## config.mk

```make
export PLATFORM = sky130hd
export DESIGN_NAME = id_ex_hazard_reg
export DESIGN_NICKNAME = d
export VERILOG_FILES = /design/src/rtl/id_ex_hazard_reg.sv
export SDC_FILE = /design/constraint.sdc
export NUM_CORES = 1
export LEC_CHECK = 0
export BUFFER_PORTS_ARGS = -buffer_cell sky130_fd_sc_hd__buf_2
export CAP_MARGIN = 20
export CORE_MARGIN = 5
export CORE_UTILIZATION = 45
export DETAILED_ROUTE_END_ITERATION = 10
export PLACE_DENSITY = 0.84
export SLEW_MARGIN = 15
export SYNTH_ARGS = -nofsm -noshare
export SYNTH_HDL_FRONTEND = slang
export SYNTH_SLANG_ARGS = --single-unit
```

## constraint.sdc

```tcl
create_clock -name clk -period 2.7 [get_ports clk]
set_input_delay 0.135 -clock clk [delete_from_list [all_inputs] [get_ports clk]]
set_output_delay 0.135 -clock clk [all_outputs]
set_load 0.05 [all_outputs]
```

## src/rtl/id_ex_hazard_reg.sv

```systemverilog
// ID/EX pipeline register with load-use hazard detection, bubble insertion
// on hazards and branch flushes, and saturating stall/flush event counters.
module id_ex_hazard_reg #(
  parameter int ADDRESS_W = 5,
  parameter int DATA_W    = 32,
  parameter int CTRL_W    = 8,
  parameter int CNT_W     = 16
) (
  input  logic                 clk,
  input  logic                 rst_n,
  input  logic                 id_valid,
  input  logic [ADDRESS_W-1:0] id_rs1,
  input  logic [ADDRESS_W-1:0] id_rs2,
  input  logic                 id_rs1_used,
  input  logic                 id_rs2_used,
  input  logic [ADDRESS_W-1:0] id_rd,
  input  logic                 id_reg_wrt_en,
  input  logic                 id_mem_rd,
  input  logic [DATA_W-1:0]    id_rd1,
  input  logic [DATA_W-1:0]    id_rd2,
  input  logic [DATA_W-1:0]    id_imm,
  input  logic [DATA_W-1:0]    id_pc,
  input  logic [CTRL_W-1:0]    id_ctrl,
  input  logic                 ex_flush,
  input  logic                 ext_stall,
  output logic                 stall_if_id,
  output logic                 ex_valid,
  output logic                 ex_reg_wrt_en,
  output logic                 ex_mem_rd,
  output logic [ADDRESS_W-1:0] ex_rs1,
  output logic [ADDRESS_W-1:0] ex_rs2,
  output logic [ADDRESS_W-1:0] ex_rd,
  output logic [DATA_W-1:0]    ex_rd1,
  output logic [DATA_W-1:0]    ex_rd2,
  output logic [DATA_W-1:0]    ex_imm,
  output logic [DATA_W-1:0]    ex_pc,
  output logic [CTRL_W-1:0]    ex_ctrl,
  output logic [CNT_W-1:0]     lu_stall_cnt,
  output logic [CNT_W-1:0]     flush_cnt
);

  // Flow semantics: id_valid qualifies the ID slot; ex_valid qualifies the EX
  // slot. stall_if_id=1 means ID must present the same instruction again next
  // cycle. A bubble clears every field that forwarding or hazard logic matches
  // on (valid, write enable, load flag, register addresses, control), so a
  // bubble can never alias a real producer. Data fields are left untouched.

  logic                 valid_q, valid_d;
  logic                 wrt_q, wrt_d;
  logic                 mem_rd_q, mem_rd_d;
  logic [ADDRESS_W-1:0] rs1_q, rs1_d;
  logic [ADDRESS_W-1:0] rs2_q, rs2_d;
  logic [ADDRESS_W-1:0] rd_q, rd_d;
  logic [DATA_W-1:0]    rd1_q, rd1_d;
  logic [DATA_W-1:0]    rd2_q, rd2_d;
  logic [DATA_W-1:0]    imm_q, imm_d;
  logic [DATA_W-1:0]    pc_q, pc_d;
  logic [CTRL_W-1:0]    ctrl_q, ctrl_d;
  logic [CNT_W-1:0]     lu_cnt_q, lu_cnt_d;
  logic [CNT_W-1:0]     fl_cnt_q, fl_cnt_d;
  logic                 lu;

  // Load-use detection against the load currently sitting in EX.
  always_comb begin
    lu = valid_q && mem_rd_q && (rd_q != '0) && id_valid &&
         ((id_rs1_used && (id_rs1 == rd_q)) || (id_rs2_used && (id_rs2 == rd_q)));
  end

  // Stall IF/ID on a downstream freeze, or on a load-use not overridden by a flush.
  always_comb begin
    stall_if_id = ext_stall || (!ex_flush && lu);
  end

  // Next-state selection: freeze > flush bubble > load-use bubble > capture.
  always_comb begin
    valid_d  = valid_q;
    wrt_d    = wrt_q;
    mem_rd_d = mem_rd_q;
    rs1_d    = rs1_q;
    rs2_d    = rs2_q;
    rd_d     = rd_q;
    rd1_d    = rd1_q;
    rd2_d    = rd2_q;
    imm_d    = imm_q;
    pc_d     = pc_q;
    ctrl_d   = ctrl_q;
    lu_cnt_d = lu_cnt_q;
    fl_cnt_d = fl_cnt_q;
    if (ext_stall) begin
      // hold everything
    end else if (ex_flush || lu) begin
      valid_d  = 1'b0;
      wrt_d    = 1'b0;
      mem_rd_d = 1'b0;
      rs1_d    = '0;
      rs2_d    = '0;
      rd_d     = '0;
      ctrl_d   = '0;
      if (ex_flush) begin
        fl_cnt_d = (fl_cnt_q == '1) ? fl_cnt_q : fl_cnt_q + CNT_W'(1);
      end else begin
        lu_cnt_d = (lu_cnt_q == '1) ? lu_cnt_q : lu_cnt_q + CNT_W'(1);
      end
    end else begin
      valid_d  = id_valid;
      wrt_d    = id_valid && id_reg_wrt_en;
      mem_rd_d = id_valid && id_mem_rd;
      rs1_d    = id_rs1;
      rs2_d    = id_rs2;
      rd_d     = id_rd;
      rd1_d    = id_rd1;
      rd2_d    = id_rd2;
      imm_d    = id_imm;
      pc_d     = id_pc;
      ctrl_d   = id_ctrl;
    end
  end

  // ID/EX state and counters, cleared asynchronously.
  always_ff @(posedge clk or negedge rst_n) begin
    if (!rst_n) begin
      valid_q  <= 1'b0;
      wrt_q    <= 1'b0;
      mem_rd_q <= 1'b0;
      rs1_q    <= '0;
      rs2_q    <= '0;
      rd_q     <= '0;
      rd1_q    <= '0;
      rd2_q    <= '0;
      imm_q    <= '0;
      pc_q     <= '0;
      ctrl_q   <= '0;
      lu_cnt_q <= '0;
      fl_cnt_q <= '0;
    end else begin
      valid_q  <= valid_d;
      wrt_q    <= wrt_d;
      mem_rd_q <= mem_rd_d;
      rs1_q    <= rs1_d;
      rs2_q    <= rs2_d;
      rd_q     <= rd_d;
      rd1_q    <= rd1_d;
      rd2_q    <= rd2_d;
      imm_q    <= imm_d;
      pc_q     <= pc_d;
      ctrl_q   <= ctrl_d;
      lu_cnt_q <= lu_cnt_d;
      fl_cnt_q <= fl_cnt_d;
    end
  end

  assign ex_valid      = valid_q;
  assign ex_reg_wrt_en = wrt_q;
  assign ex_mem_rd     = mem_rd_q;
  assign ex_rs1        = rs1_q;
  assign ex_rs2        = rs2_q;
  assign ex_rd         = rd_q;
  assign ex_rd1        = rd1_q;
  assign ex_rd2        = rd2_q;
  assign ex_imm        = imm_q;
  assign ex_pc         = pc_q;
  assign ex_ctrl       = ctrl_q;
  assign lu_stall_cnt  = lu_cnt_q;
  assign flush_cnt     = fl_cnt_q;

endmodule

```

**After elaboration in Yosys (flattened, before gate mapping)**

Index checks and enable logic that the tools add are counted.

- Add/sub/neg operators: 2
- Equal/unequal tests: 4
- Mux-type cells: 7
- Bitwise operators: 5
- Reduce and logical (&&, ||, !) cells: 17

Operator list:

| operator | count |
|---|---|
| $add A16 B1 Y16 const B | 2 |
| $eq A16 B16 Y1 const B | 2 |
| $mux W5 | 3 |
| $eq A5 B5 Y1 | 2 |
| $logic_and A1 B1 Y1 | 9 |
| $mux W8 | 1 |
| $reduce_and A4 Y1 | 2 |
| $not A1 Y1 | 5 |
| $reduce_bool A5 Y1 | 1 |
| $logic_or A1 B1 Y1 | 3 |
| $mux W1 | 3 |
| $reduce_and A2 Y1 | 1 |
| $logic_not A1 Y1 | 1 |

- Bits in registers: 186
- Input port bits: 160
- Output and inout bits: 187
- Word-level logic and storage cells: 48

**Depth between registers and ports, before layout**

- Depth after elaboration: 7
- Depth in mapped cells: 8
- Mapped depth without buffers: 6

**Least setup slack after synthesis**

No wires, ideal clock.

- Kind: register to output
- From: register rd_q[1] (netlist: ex_rd[1])
- To: output stall_if_id
- Arrival time: 2395 ps
- Required time: 2565 ps
- Setup slack: 170 ps
- Cell stages (with the launch flop): 7
- Path buffers: 1
- Cell sequence: dfrtp_1 > xnor2_1 > nand4_1 > o22ai_2 > clkbuf_1 > nand2_1 > o21bai_1

- Cells in the longest elaborated chain, start to end: 6
- Elaborated cells on any way between the ends: 11
- Those cells by class: 2 x eq/ne; 9 x reduce/logical

RTL lines:

| element | line | RTL |
|---|---|---|
| from (decl) | 53 | `logic [ADDRESS_W-1:0] rd_q, rd_d;` |
| from (signal assigned) | 141 | `rd_q <= rd_d;` |
| $eq A5 B5 Y1 / $reduce_bool A5 Y1 (equally long branches) | 66, 65 |  |
| $logic_and A1 B1 Y1, on equally long branches | 66, 65 |  |
| $logic_or A1 B1 Y1 / $logic_and A1 B1 Y1 (equally long branches) | 66, 65 |  |
| $logic_and A1 B1 Y1 (*) | 65 | `lu = valid_q && mem_rd_q && (rd_q != '0) && id_valid &&` |
| $logic_and A1 B1 Y1 (*) | 71 | `stall_if_id = ext_stall \|\| (!ex_flush && lu);` |
| $logic_or A1 B1 Y1 (*) | 71 |  |
| to (decl) | 26 | `output logic stall_if_id,` |

Mark *: on every way between the ends. The rest lies on a longest branch, timed or not.

**Worst setup path after layout**

- From: register rd_q[0] (netlist: ex_rd[0])
- To: output stall_if_id

The elaborated chain is that of the path after synthesis.

==> results.py <==
metrics = {
    "status": {
        "outcome": "finished, final reports clean",
    },
    "grt": {
        "grt_max_degree": 75,
        "grt_pass1_wl_um": 38100,
        "grt_antenna_before_repair": 0,
        "first_global_vias": 6930,
        "grtUsageTotal_pct": 24.6,
        "overflow": 0,
    },
    "job": {
        "drv_cap": 0,
    },
    "clock_network": {
        "cts_buffers": 17,
        "cts_setup_buffers": 0,
        "post_cts_resized": 0,
        "ctsRootBufferMaster": "clkbuf_16",
        "clk_path_buf_depth": 2,
        "clk_pin_slew_ns": 0.07,
        "htreeDepth": 4,
        "insertion_delay_ns": 0.42,
        "cts.sinks": 186,
        "cts_tree": "done",
    },
    "die": {
        "fp.dieW_um": 139,
        "fp.coreArea_mm2": 0.0165,
        "die_h_um": 139,
        "start_util_pct": 45.4,
        "rows": 47,
        "dieArea_mm2": 0.0193,
        "io_pins": 347,
    },
    "timing": {
        "timing.final.crit_share_pct": 87.7,
        "fin_tns_setup_ns": 0,
        "finalCriticalPeriod_ns": 2.37,
        "clock.fmax_ghz": 0.422,
        "fin_ws_ns": 0.332,
        "rsz0062_at_grt": "false",
        "tightest_slew_ns": 0.526,
        "finalClockSkew_ns": 0.0121,
        "setup_viol": 0,
        "hold_viol": 0,
        "relSlewSlack_pct": 64.9,
        "slew_viol_final": 0,
    },
    "critical_path": {
        "cp_data_required_time_ns": 2.57,
        "critPathCaptureType": "primary output",
        "slowest_stage": "dfrtp_1",
        "max_stage_delay_ns": 0.48,
        "cp_top_family": "buffers and inverters",
        "cp_max_fo": 16,
        "critical_path_buf_inv_count": 2,
        "reg2reg_slack_ns": 0.42,
        "worst_ep_arrival_time_ns": 2.23,
        "crit_path_start_kind": "flip-flop",
        "worstSetupPathType": "flip-flop to primary output",
        "path_cells": "xnor2_1, nand4_1, o22ai_2, buf_4, nand2_1, o21bai_1, buf_2",
    },
    "yosys": {
        "synthTopCellsByArea": "dfrtp_1, mux2_2, mux2_4",
        "ys_warn_count": 0,
        "synth.distinct_cells": 30,
        "synth_area_leader_cell": "dfrtp_1",
        "avgSynthCellArea_um2": 15.1,
        "yosysSeqAreaShare_pct": 62.3,
        "synth_edf_count": 0,
        "synthTopCellsByCount": "dfrtp_1, mux2_2, mux2_4, xnor2_1, a22o_1",
        "synth.most_common_cell": "dfrtp_1",
        "synth_nets": 656,
        "syn-cell-area_mm2": 0.00747,
        "synthArstFlopShare_pct": 100,
        "ys_ff_latch": 186,
        "synthCells": 494,
        "synth-main-ff-cell": "dfrtp_1",
        "synthDominantCellAreaShare_pct": 62.3,
    },
    "layout": {
        "fin_nets": 1161,
        "antenna_cells": 0,
        "nFillCells": 1032,
        "drive_gt1_share_pct": 50.9,
        "area_growth_pct": 55.1,
    },
    "drt": {
        "drtIter0Drc": 218,
        "met3_length_um": 1680,
        "ant_nets": 0,
        "vias": 6197,
        "route.detailed.drc": 0,
        "wl_per_cell_um": 19.3,
        "first_pass_iters": 4,
        "wl_met1_um": 9030,
        "routed.top_layer": "met4",
        "vias_per_cell": 5.03,
        "dr_wl_met2_um": 12300,
        "wl_um": 23800,
    },
    "power": {
        "power.density_mw_per_mm2": 735,
        "irDropWorstVdd_mv": 0.501,
        "cellLeakagePower_nw": 5.66,
    },
    "placement": {
        "pre_cts_ws_ns": 0.559,
        "hpwl_um": 14500,
        "io_buffers": 346,
        "gp_congestion": 0.819,
    },
    "hold_path": {
        "hold_class": "input pin to flip-flop",
    },
}
worst register-to-register path: stages (launching register included):
cell      delay [ns]
dfrtp_1         0.48
nor3_1          0.26
a21oi_1         0.19
a21boi_4        0.41
buf_4           0.41
mux2_2          0.40
worst paths after layout:
check / startpoint / to / depth (start not counted)
setup / recovery: ex_rd[0]$_DFFE_PN0N_ / stall_if_id / 7
hold / removal: id_rs1[0] / ex_rs1[0]$_DFFE_PN0N_ / 2
setup reg to reg: ex_rd[0]$_DFFE_PN0N_ / ex_rd2[25]$_DFFE_PN0P_ / 5
hold reg to reg: flush_cnt[6]$_DFFE_PN0P_ / flush_cnt[6]$_DFFE_PN0P_ / 1
max in group asynchronous: rst_n / ex_rd1[25]$_DFFE_PN0P_ / 3
min in group asynchronous: rst_n / ex_ctrl[2]$_DFFE_PN0N_ / 2
power breakdown:
| group | total, mW | switching, mW | internal [mW] |
|---|---|---|---|
| combinational | 2.67 | 1.83 | 0.845 |
| sequential | 3.39 | 0.249 | 3.14 |
| clock | 2.46 | 1.08 | 1.38 |
area by class of cell:
cell class / instances / area (µm²) / area share [%]
Sequential cell: 186 / 4650 / 40.2
Timing Repair Buffer: 508 / 3400 / 29.3
Tap cell: 220 / 275 / 2.37
Multi-Input combinational cell: 285 / 2680 / 23.1
Inverter: 1 / 3.75 / 0.0324
Clock buffer: 20 / 437 / 3.77
Clock inverter: 12 / 139 / 1.20
cells by family after synthesis:
logic type / synth area share, %
flip-flops: 62.3
multiplexers: 21.3
XOR/XNOR: 4.45
buffers and inverters: 1.96
AO/OA/AOI/OAI: 3.90
AND/OR/NAND/NOR: 5.79
adder cells (fa/ha/maj): 0.335
state kept, by name (all words and copies together) (netlist names), 5 cells and up:
name          flops
flush_cnt        16
ex_ctrl           8
ex_rs1            5
ex_rd2           32
ex_rd             5
ex_rd1           32
ex_imm           32
ex_pc            32
ex_rs2            5
lu_stall_cnt     16
layer usage:
layer | track usage (%) | vias to the layer above
li1 | - | 2776
met1 | 28.2 | 3061
met2 | 43.3 | 308
met3 | 7.07 | 52
met4 | 9.94 | 0
met5 | 0 | -
what timing repair did:
item / in CTS / in global routing
hold buffers: 154 / 0
endpoints found under the setup margin: 0 / 0
endpoints found under the hold margin: 205 / 0
through the flow:
| stage | power [mW] | cells | area (µm²) | hold slack (ns) | util (%) |
|---|---|---|---|---|---|
| after CTS | 8.51 | 1232 | 11600 | 0.00140 | 70.4 |
| final | 8.52 | 1232 | 11600 | 0.0254 | 70.4 |
| after global routing | 8.83 | 1232 | 11600 | 0.00441 | 70.4 |
| after detailed placement | 5.88 | 1046 | 9480 | 0.120 | 57.5 |
| after global placement | 5.82 | 1046 | 9480 | 0.117 | 57.5 |
| after floorplan | 5.16 | 494 | 7470 | -0.161 | - |
cells in the final DEF (no fill, tap or decap):
cell,netlist,final
buf_2,12,345
dfrtp_1,186,186
dlygate4sd3_1,0,154
mux2_2,96,96
xnor2_1,34,34
mux2_4,34,34
a22o_1,24,24
nand2_1,19,19
clkbuf_16,0,17
nand3_1,14,14
nand4_1,12,12
nor2_1,11,11
and3_1,8,8
and4_1,6,6
buf_12,0,5
nor3_1,4,4
a21oi_1,4,4
xor2_1,4,4
clkinvlp_4,0,4
inv_6,0,3
clkbuf_1,4,3
buf_4,0,3
nor2b_1,2,2
a32o_1,2,2
ha_1,2,2
bufinv_16,0,2
clkinv_4,0,2
o22ai_2,1,1
o21bai_1,1,1
a21boi_4,0,1
o311a_1,1,1
nand4b_1,1,1
and4b_1,1,1
inv_1,1,1
nor4_1,1,1
nand3b_1,1,1
nor3b_1,1,1
clkinv_2,0,1
buf_6,6,1
(Power assumes the default switching activity.)
